==> src/rtl/adder_pregen_stage_pkg.sv <==
// Shared widths and buffer state encodings for the prefix-adder front stage.
// Optional accepted-beat counter is enabled with ADDER_PREGEN_STATS_EN.
`ifndef LEN_DATA
`define LEN_DATA 32
`endif
`ifndef ADDER_GP_BEAT_W
`define ADDER_GP_BEAT_W (3*`LEN_DATA + 1)
`endif

package adder_pregen_stage_pkg;

    localparam int unsigned LEN_DATA  = `LEN_DATA;
    // Packed beat layout is {cin, half_sum, p, g}.
    localparam int unsigned GP_BEAT_W = `ADDER_GP_BEAT_W;

    localparam logic [1:0] ST_EMPTY = 2'd0;
    localparam logic [1:0] ST_ONE   = 2'd1;
    localparam logic [1:0] ST_FULL  = 2'd2;

endpackage

==> src/rtl/adder_pregen_stage_gp_skid_buffer.sv <==
// Generic two-entry valid/ready buffer (main + skid register) with registered
// in_ready/out_valid; outputs always come from the main register.
module gp_skid_buffer
    import adder_pregen_stage_pkg::*;
#(
    parameter int unsigned DW = GP_BEAT_W
) (
    input  logic          clk,
    input  logic          rst,
    input  logic          in_valid,
    output logic          in_ready,
    input  logic [DW-1:0] in_data,
    output logic          out_valid,
    input  logic          out_ready,
    output logic [DW-1:0] out_data
);

    logic [1:0]    r_state;
    logic [1:0]    w_state_nxt;
    logic          r_in_ready;
    logic          r_out_valid;
    logic [DW-1:0] r_main;
    logic [DW-1:0] r_skid;
    logic          w_accept;
    logic          w_deliver;
    logic          w_load_main;
    logic          w_load_skid;
    logic          w_skid_to_main;

    assign w_accept  = in_valid & r_in_ready;
    assign w_deliver = r_out_valid & out_ready;

    always_comb begin
        w_state_nxt    = r_state;
        w_load_main    = 1'b0;
        w_load_skid    = 1'b0;
        w_skid_to_main = 1'b0;
        case (r_state)
            ST_EMPTY: begin
                if (w_accept) begin
                    w_state_nxt = ST_ONE;
                    w_load_main = 1'b1;
                end
            end
            ST_ONE: begin
                if (w_accept && w_deliver) begin
                    w_load_main = 1'b1;
                end else if (w_deliver) begin
                    w_state_nxt = ST_EMPTY;
                end else if (w_accept) begin
                    w_state_nxt = ST_FULL;
                    w_load_skid = 1'b1;
                end
            end
            ST_FULL: begin
                if (w_deliver) begin
                    w_state_nxt    = ST_ONE;
                    w_skid_to_main = 1'b1;
                end
            end
            default: w_state_nxt = ST_EMPTY;
        endcase
    end

    // Handshake flags are decoded from the next state so they stay registered.
    always_ff @(posedge clk or posedge rst) begin
        if (rst) begin
            r_state     <= ST_EMPTY;
            r_in_ready  <= 1'b1;
            r_out_valid <= 1'b0;
        end else begin
            r_state     <= w_state_nxt;
            r_in_ready  <= (w_state_nxt != ST_FULL);
            r_out_valid <= (w_state_nxt != ST_EMPTY);
        end
    end

    always_ff @(posedge clk or posedge rst) begin
        if (rst) begin
            r_main <= '0;
            r_skid <= '0;
        end else begin
            if (w_load_main) begin
                r_main <= in_data;
            end else if (w_skid_to_main) begin
                r_main <= r_skid;
            end
            if (w_load_skid) begin
                r_skid <= in_data;
            end
        end
    end

    assign in_ready  = r_in_ready;
    assign out_valid = r_out_valid;
    assign out_data  = r_main;

endmodule

==> src/rtl/adder_pregen_stage.sv <==
// Front stage of the pipelined prefix adder: operand conditioning, per-bit g/p
// with carry-in folded into bit 0, buffered output. Optional: ADDER_PREGEN_STATS_EN.
module adder_pregen_stage
    import adder_pregen_stage_pkg::*;
#(
    parameter int unsigned W             = LEN_DATA,
    parameter int unsigned SKID_EN_DEPTH = 2
) (
    input  logic         clk,
    input  logic         rst,
    input  logic         in_valid,
    output logic         in_ready,
    input  logic [W-1:0] op_a,
    input  logic [W-1:0] op_b,
    input  logic         op_sub,
    input  logic         op_cin,
    output logic         out_valid,
    input  logic         out_ready,
    output logic [W-1:0] generate_out,
    output logic [W-1:0] propogate_out,
    output logic [W-1:0] half_sum_out,
`ifdef ADDER_PREGEN_STATS_EN
    output logic [31:0]  op_count,
`endif
    output logic         cin_out
);

    localparam int unsigned BEAT_W = 3 * W + 1;

    if (SKID_EN_DEPTH != 2) begin : g_depth_check
        $error("adder_pregen_stage: SKID_EN_DEPTH must be 2");
    end

    logic [W-1:0]      w_bx;
    logic              w_c;
    logic [W-1:0]      w_g;
    logic [W-1:0]      w_p;
    logic [W-1:0]      w_g_fold;
    logic [W-1:0]      w_p_fold;
    logic [BEAT_W-1:0] w_in_beat;
    logic [BEAT_W-1:0] w_out_beat;
    logic              w_in_ready;

    // Subtraction is A + ~B + 1; the +1 rides in through the carry fold.
    always_comb begin
        w_bx        = op_sub ? ~op_b : op_b;
        w_c         = op_sub | op_cin;
        w_g         = op_a & w_bx;
        w_p         = op_a ^ w_bx;
        w_g_fold    = w_g;
        w_p_fold    = w_p;
        w_g_fold[0] = w_g[0] | (w_p[0] & w_c);
        w_p_fold[0] = 1'b0;
    end

    assign w_in_beat = {w_c, w_p, w_p_fold, w_g_fold};

    gp_skid_buffer #(
        .DW (BEAT_W)
    ) u_buf (
        .clk       (clk),
        .rst       (rst),
        .in_valid  (in_valid),
        .in_ready  (w_in_ready),
        .in_data   (w_in_beat),
        .out_valid (out_valid),
        .out_ready (out_ready),
        .out_data  (w_out_beat)
    );

    assign in_ready = w_in_ready;
    assign {cin_out, half_sum_out, propogate_out, generate_out} = w_out_beat;

`ifdef ADDER_PREGEN_STATS_EN
    logic [31:0] r_op_count;

    always_ff @(posedge clk or posedge rst) begin
        if (rst) begin
            r_op_count <= '0;
        end else if (in_valid && w_in_ready) begin
            r_op_count <= r_op_count + 32'd1;
        end
    end

    assign op_count = r_op_count;
`endif

endmodule

==> config.mk <==
export PLATFORM = sky130hd
export DESIGN_NAME = adder_pregen_stage
export DESIGN_NICKNAME = d
export VERILOG_FILES = /design/src/rtl/adder_pregen_stage_pkg.sv /design/src/rtl/adder_pregen_stage_gp_skid_buffer.sv /design/src/rtl/adder_pregen_stage.sv
export SDC_FILE = /design/constraint.sdc
export NUM_CORES = 1
export LEC_CHECK = 0
export BUFFER_PORTS_ARGS = -buffer_cell sky130_fd_sc_hd__buf_4
export CORE_MARGIN = 3
export CORE_UTILIZATION = 44
export CTS_CLUSTER_DIAMETER = 60
export CTS_CLUSTER_SIZE = 14
export DETAILED_ROUTE_END_ITERATION = 6
export PLACE_DENSITY = 0.68
export SLEW_MARGIN = 40
export SYNTH_ARGS = -nofsm -noshare
export SYNTH_HDL_FRONTEND = slang
export SYNTH_HIERARCHICAL = 1
export SYNTH_SLANG_ARGS = --single-unit
export TNS_END_PERCENT = 50
==> constraint.sdc <==
create_clock -name clk -period 7.7 [get_ports clk]
set_input_delay 2.31 -clock clk [delete_from_list [all_inputs] [get_ports clk]]
set_output_delay 2.31 -clock clk [all_outputs]
set_load 0.01 [all_outputs]
======== Word level (Yosys, flattened, before mapping) ========
Index checks and enable logic that the tools add are counted.
storage, ports and cells
  flip-flop bits (word level) ............. 197
  input port bits ......................... 70
  output and inout port bits .............. 99
  logic and storage cells ................. 37
operators by class
  eq/ne operators ......................... 3
  muxes and demuxes ....................... 17
  bitwise logic cells ..................... 8
  reductions and logical operators ........ 4
operator list
  kind                                           count
  2-to-1 mux 97 bit                              2
  bitwise AND 32 bit                             1
  2-to-1 mux 32 bit                              1
  NOT 32 bit                                     1
  bitwise XOR 32 bit                             1
  2-to-1 mux 2 bit                               5
  2-to-1 mux 1 bit                               7
  case mux 2 bit (3 select lines)                1
  nonzero test 2 bit                             2
  bitwise AND 1 bit                              3
  == test 2 x 1 -> 1 bit, second input constant  1
  == test 2 bit, second input constant           1
  zero test 2 bit                                1
  != test 2 bit, second input constant           1
  bitwise OR 1 bit                               2
  case mux 1 bit (2 select lines)                1
  logical AND 1 bit                              1

======== Logic depth before layout (Yosys ltp) ========
Gate-level depths: netlist of the first run.
  word-level depth ........................ 6
  depth in mapped cells ................... 6

======== By module ========
Netlist of the first run, hierarchy kept.
modules (own cells, without submodules)
  module              instances  cells an instance  area an instance (um^2)  seq. area each (um^2)
  gp_skid_buffer      1          549                8140.3                   4956.0
  adder_pregen_stage  1          71                 745.7                    0.0

======== Worst setup path before layout of the first run ========
No wires, ideal clock.
  path type ............................... input-to-reg
  start ................................... input port op_sub
  end ..................................... register u_buf.r_skid[0]
  library setup time ...................... 0.125 ns
  data arrival time ....................... 3.419 ns
  required time ........................... 7.575 ns
  path slack .............................. 4.156 ns
  stages .................................. 6
  path buffers ............................ 2
  cell sequence ........................... buf_6 -> buf_6 -> xor2_1 -> ha_1 -> a21o_1 -> mux2_2
on the way
  longest elaborated chain between the ends .. 4
  elaborated cells on any way between the ends .. 6
  classes of those cells .................. mux (1); bitwise (5)
RTL lines
  what                  RTL line                                 text
  from (decl)           adder_pregen_stage.sv:15                 input logic op_sub,
  2-to-1 mux 32 bit     adder_pregen_stage.sv:46                 w_bx = op_sub ? ~op_b : op_b;
  bitwise XOR 32 bit    adder_pregen_stage.sv:49                 w_p = op_a ^ w_bx;
  via w_p[0]            adder_pregen_stage.sv:37                 logic [W-1:0] w_p;
  bitwise AND 1 bit     adder_pregen_stage.sv:52                 w_g_fold[0] = w_g[0] | (w_p[0] & w_c);
  bitwise OR 1 bit      adder_pregen_stage.sv:52
  via w_g_fold[0]       adder_pregen_stage.sv:38                 logic [W-1:0] w_g_fold;
  to (signal assigned)  adder_pregen_stage_gp_skid_buffer.sv:89  r_skid <= in_data;
  to (decl)             adder_pregen_stage_gp_skid_buffer.sv:23  logic [DW-1:0] r_skid;
The timed path passes the listed nets, and every way through them passes these cells.
A chain may end at the register's enable or synchronous reset.

======== Worst setup path after layout of the first run ========
  start ................................... input port out_ready
  end ..................................... register u_buf.r_skid[80]
on the way
  longest elaborated chain between the ends .. 4
  elaborated cells on any way between the ends .. 5
  classes of those cells .................. mux (3); bitwise (1); reduce/logical (1)
RTL lines
  what                                                          RTL line                                                                          text
  from (decl)                                                   adder_pregen_stage.sv:18                                                          input logic out_ready,
  bitwise AND 1 bit *                                           adder_pregen_stage_gp_skid_buffer.sv:31                                           assign w_deliver = r_out_valid & out_ready;
  2-to-1 mux 1 bit / logical AND 1 bit (equally long branches)  adder_pregen_stage_gp_skid_buffer.sv:48, adder_pregen_stage_gp_skid_buffer.sv:46
  2-to-1 mux 1 bit *                                            adder_pregen_stage_gp_skid_buffer.sv:46                                           if (w_accept && w_deliver) begin
  2-to-1 mux 1 bit *                                            adder_pregen_stage_gp_skid_buffer.sv:38                                           case (r_state)
Every way passes the cells marked *; elsewhere a longest branch is shown, timed or not.

==> results of run 1 <==
## cell type report
class / count / area (um^2) / area share [%]
Sequential cell: 198 / 4956 / 45.12
Multi-Input combinational cell: 376 / 3652 / 33.25
Timing Repair Buffer: 179 / 1440 / 13.11
Clock buffer: 20 / 466.7 / 4.249
Tap cell: 265 / 331.6 / 3.019
Clock inverter: 12 / 126.4 / 1.150
Inverter: 2 / 11.26 / 0.1025
## cell families (layout without fill, tap and decap cells)
logic type	after synthesis	in the layout	synth area share (%)
flops	198	198	55.77
simple gates	109	109	8.026
compound gates	104	104	12.87
mux	97	97	12.29
buf+inv	47	213	3.337
fa+ha+maj	32	32	4.506
xor+xnor	32	32	3.154
other cells	1	2	0.04220
## metal layers
| layer | GRT usage, % | routed length [um] |
|---|---|---|
| met4 | 6.051 | 342 |
| met5 | 0 | 0 |
| met2 | 29.55 | 9401 |
| met3 | 3.717 | 803 |
| met1 | 24.04 | 8827 |
## placed cells by master (no fill, tap or decap), types with 3 or more instances in the layout
| master | Yosys | layout |
|---|---|---|
| dfrtp_1 | 197 | 197 |
| buf_4 | 5 | 171 |
| mux2_2 | 95 | 95 |
| or2_2 | 94 | 94 |
| o221a_2 | 74 | 74 |
| xor2_1 | 32 | 32 |
| ha_1 | 32 | 32 |
| o221a_1 | 23 | 23 |
| clkbuf_16 | 0 | 17 |
| clkinv_2 | 0 | 5 |
| or2_1 | 4 | 4 |
| clkbuf_8 | 0 | 3 |
| clkinvlp_4 | 0 | 3 |
| buf_12 | 0 | 3 |
## cells in the mapped netlist (2+ instances only)
master,n
dfrtp_1,197
mux2_2,95
or2_2,94
o221a_2,74
ha_1,32
xor2_1,32
o221a_1,23
buf_2,20
buf_6,10
clkbuf_1,9
buf_4,5
or2_1,4
inv_1,2
mux2_1,2
nand2_1,2
## worst min path at each step
stage                     startpoint          endpoint  slack [ps]  depth (start not counted)
floorplan            u_buf/r_skid[6]   u_buf/r_skid[6]         450                          1
global placement    u_buf/r_skid[74]  u_buf/r_skid[74]         460                          1
detailed placement   u_buf/r_skid[6]   u_buf/r_skid[6]         470                          1
CTS                  u_buf/r_skid[6]   u_buf/r_skid[6]         490                          1
global route        u_buf/r_skid[29]  u_buf/r_skid[29]         510                          1
finish               u_buf/r_skid[6]   u_buf/r_skid[6]         480                          1
## power by group
part / total [W] / switching, W / internal, W
registers: 0.00186 / 0.000306 / 0.00155
clock network: 0.000886 / 0.000382 / 0.000504
logic: 0.00165 / 0.000686 / 0.000962
total: 0.00439 / 0.00137 / 0.00302
## through the flow
stage          cell area, um^2  utilization, %  cells
3_5_place_dp             10390           52.85   1020
6_report                 10980           55.89   1052
4_1_cts                  10980           55.87   1052
5_1_grt                  10980           55.89   1052
3_3_place_gp             10260           52.22   1014
2_1_floorplan             8894               -    621
## sequential cells by signal (all words and copies together), names as in the netlist
register and flops:
u_buf/r_skid 97, u_buf/out_data 97, u_buf/r_state 2, u_buf/in_ready 1
u_buf/out_valid 1
==> flow_metrics.tcl, run 1 <==
set metrics [dict create \
    slew-limit-headroom_pct 54.29 \
    path_delay_family "buffers and inverters" \
    cp.arrival_ps 4440 \
    start_util_pct 45.21 \
    total_power_w 0.004393 \
    layout_setup_ws_ps 3561 \
    cts_max_level 4 \
    routed_wl_um 19380 \
    grt_max_degree 109 \
    via_count 5628 \
    place_congestion 0.7347 \
    synth_warnings 6 \
    hold_buffers 0 \
    pre_cts_slack_ps 3120 \
    rows 51 \
    firstDrtPassIters 5 \
    hold_path.class "flop to flop" \
    p_per_area_nw_per_um2 399.9 \
    slew_violations 0 \
    grt_remaining_overflow 0 \
    synth_cell_types 34 \
    portBuffers 168 \
    diodes 0 \
    grt.total_usage_pct 17.98 \
    reg2reg_depth 5 \
    tightest_slew_ps 685.6 \
    grt_first_pass_wirelength_um 31760 \
    cts_buffer_depth 2 \
    critPathMostFrequentCell "buf_4" \
    io_pins 169 \
    setup_viol 0 \
    netlist_area_um2 8886 \
    crit_type "input pin to flop" \
    leakage_nw 4.797 \
    vdd_ir_drop_max_mv 0.1828 \
    syn_inst 620 \
    max_stage_delay_ps 650 \
    crit_fanout 51 \
    crit-reg2reg-capture "u_buf/r_skid[80]" \
    synth_top_area_cell "dfrtp_1" \
    r2r_slack_ps 5070 \
    critical_path_depth 6 \
    yosys.area.top_type_share_pct 55.48 \
    clk_latency_ps 420 \
    clockRootBuffer "clkbuf_16" \
    path_cells "buf_4 -> a21bo_2 -> nor2_4 -> buf_4 -> buf_4 -> mux2_2" \
    dieWidth_um 148.1 \
    seq_area_frac_synth_pct 55.77 \
    setup-tns-final_ps 0 \
    hold_slack_ps 480.7 \
    post-route-period-util_pct 53.76 \
    skew_ps 11.91 \
    post_synth.cell_area_avg_um2 14.33 \
    status "finished, final reports clean" \
    dieHeight_um 148.1 \
    avgViaCountPerCell 5.350 \
    fin_crit_ps 4139 \
    coreArea_um2 19650 \
    fill_cells 1679 \
    cp-start-kind "input pin" \
    end_kind "flop" \
    area_delta_synth_final_pct 23.61 \
    antenna_found_initial 0 \
    rsz0062_at_grt "false" \
    drc_errors 0 \
    cts_sinks 198 \
    synth_edf_count 0 \
    hold_viol 0 \
    synth_flop_cell "dfrtp_1" \
    clkTransAtPathRegs_ps 70 \
    postCtsSetupRepairBufs 0 \
    drt_iter0_markers 301 \
    crit_path_top_delay_cell "buf_4" \
    async_flop_share_pct 100.0 \
    startpoint "out_ready" \
    detail-route-antenna-nets 0 \
    worstReg2RegStart "u_buf/out_valid" \
    dieArea_um2 21940 \
    layout-drive-gt1-share_pct 61.37 \
    fmaxAchievable_mhz 241.6 \
    path_buf_inv 3 \
    cts_tree "done" \
    cts_buffers 17 \
    wl_per_cell_um 18.42 \
    hpwl_um 12680 \
    post_cts_resized 0 \
    synth_area_leaders "dfrtp_1 55%, mux2_2 12%, o221a_2 9.4%, or2_2 6.6%, ha_1 4.5%" \
    cap_violations 0 \
    design.final.nets 876 \
    crit_end "u_buf/r_skid[80]" \
    cp.required_ps 8000 \
    grt_pass1_vias 6107 \
    synth_seq_cells 198 \
]
(Power assumes the default switching activity.)
==> inputs of run 2 (changes only) <==
- clock period: 7.7 -> 3.3 ns (I/O delays scaled with it)
==> run 2 against run 1 <==
First-iteration DRC count is 6.6% higher. Via count rose by 1.4%. Clock power up 130%. Non-clock buffer count is the same. Global-route usage increased by 0.71 points. Combinational power rose by 140%.
==> flow_metrics.tcl, run 2 (synthesis gave the netlist of run 1 again) <==
set metrics [dict create \
    status "finished, final reports clean" \
    grt-busiest-layer "met2" \
    grt_max_degree 99 \
    clockRootBuffer "clkbuf_16" \
    grt_remaining_overflow 0 \
    setup-tns-final_ps 0 \
    fmaxAchievable_mhz 467.4 \
    met2_usage_pct 30.51 \
    grt.total_usage_pct 18.69 \
    slew_violations 0 \
    hold_buffers 0 \
    hold_viol 0 \
    stdcell_area_um2 10970 \
    antenna_found_initial 0 \
    clk_latency_ps 430 \
    place_congestion 0.7779 \
    dieHeight_um 148.1 \
    vdd_ir_drop_max_mv 0.4633 \
    layout-drive-gt1-share_pct 61.12 \
    cts_sinks 198 \
    drc_errors 0 \
    design.final.nets 876 \
    pre_cts_slack_ps 697.8 \
    cts_buffers 17 \
    post-route-period-util_pct 64.84 \
    grt_first_pass_wirelength_um 32880 \
    wl_per_cell_um 19.27 \
    hold_path.class "flop to flop" \
    reg2reg_depth 4 \
    dieWidth_um 148.1 \
    post_cts_resized 0 \
    use_met3_pct 3.900 \
    leakage_nw 4.776 \
    skew_ps 10.45 \
    setup_viol 0 \
    grt_pass1_vias 6200 \
    hp-start "u_buf/r_skid[6]" \
    cp.required_ps 3600 \
    coreArea_um2 19650 \
    avgViaCountPerCell 5.424 \
    portBuffers 168 \
    diodes 0 \
    gr-usage-met1_pct 25.27 \
    drt_iter0_markers 321 \
    cts_buffer_depth 2 \
    via_count 5706 \
    worstReg2RegStart "u_buf/out_valid" \
    r2r_slack_ps 1340 \
    hpwl_um 12940 \
    rsz0062_at_grt "false" \
    cp-start-kind "input pin" \
    end_kind "flop" \
    start_util_pct 45.21 \
    cap_violations 0 \
    crit-reg2reg-capture "u_buf/r_skid[82]" \
    crit_type "input pin to flop" \
    area_delta_synth_final_pct 23.40 \
    routed_wl_um 20270 \
    cts_max_level 4 \
    io_pins 169 \
    cp.arrival_ps 2440 \
    hold-path-endpoint "u_buf/r_skid[6]" \
    tightest_slew_ps 651.8 \
    clkTransAtPathRegs_ps 70 \
    postCtsSetupRepairBufs 0 \
    p_per_area_nw_per_um2 937.9 \
    fin_crit_ps 2140 \
    layout.cells.most_common "dfrtp_1" \
    fill_cells 1668 \
    dieArea_um2 21940 \
    mostFrequentLayoutCells "197 x dfrtp_1, 171 x buf_4, 95 x mux2_2, 94 x or2_2, 74 x o221a_2" \
    rows 51 \
    cts_tree "done" \
    hold_depth 1 \
    crit_fanout 97 \
    detail-route-antenna-nets 0 \
    post_dp_cell_area_um2 10360 \
    slew-limit-headroom_pct 56.55 \
    firstDrtPassIters 4 \
    layout_setup_ws_ps 1160 \
]
-- run 2: power breakdown --
group | switching [W] | internal, W | leakage (nW) | total [W]
clock network | 0.000902 | 0.00116 | 0.279 | 0.00206
logic | 0.00163 | 0.00226 | 2.18 | 0.00388
registers | 0.000721 | 0.00362 | 2.32 | 0.00434
-- run 2: critical path, stage by stage --
cell	delay, ps
buf_4	130
a21bo_2	240
nor2_4	110
buf_12	400
mux2_2	410
-- run 2: area by class of cell --
class | count | area [um^2] | share of cell area (%)
clock buffer | 21 | 460.4 | 4.199
clock inverter | 11 | 123.9 | 1.130
inverter | 2 | 11.26 | 0.1027
multi-input combinational | 376 | 3652 | 33.31
sequential | 198 | 4956 | 45.20
tap | 265 | 331.6 | 3.024
timing repair buffer | 179 | 1430 | 13.04
-- run 2: worst max-delay path by stage --
stage                         from            endpoint  slack, ps  cells after the start
floorplan                      rst   u_buf/out_data[0]       -250                      1
global placement            op_sub     u_buf/r_skid[0]        750                      5
detailed placement        in_valid  u_buf/out_data[41]        700                      5
CTS                 u_buf/in_ready            in_ready       1150                      1
global route                op_sub   u_buf/out_data[0]       1130                      5
finish                   out_ready    u_buf/r_skid[82]       1160                      5
-- run 2: layer usage --
| metal | wire length, um | up-vias |
|---|---|---|
| met5 | 0 | - |
| met4 | 288 | 0 |
| met3 | 886 | 20 |
| met2 | 9984 | 127 |
| met1 | 9111 | 2964 |
| li1 | - | 2595 |
-- run 2: through the flow --
stage	power [W]	cells	hold slack [ps]	util, %
CTS	0.01039	1051	499.1	55.70
global route	0.01089	1052	512.1	55.79
detailed placement	0.008286	1019	480.9	52.72
global placement	0.008078	1019	462.4	52.72
floorplan	0.006588	621	449.8	-
finish	0.01028	1052	498.2	55.79
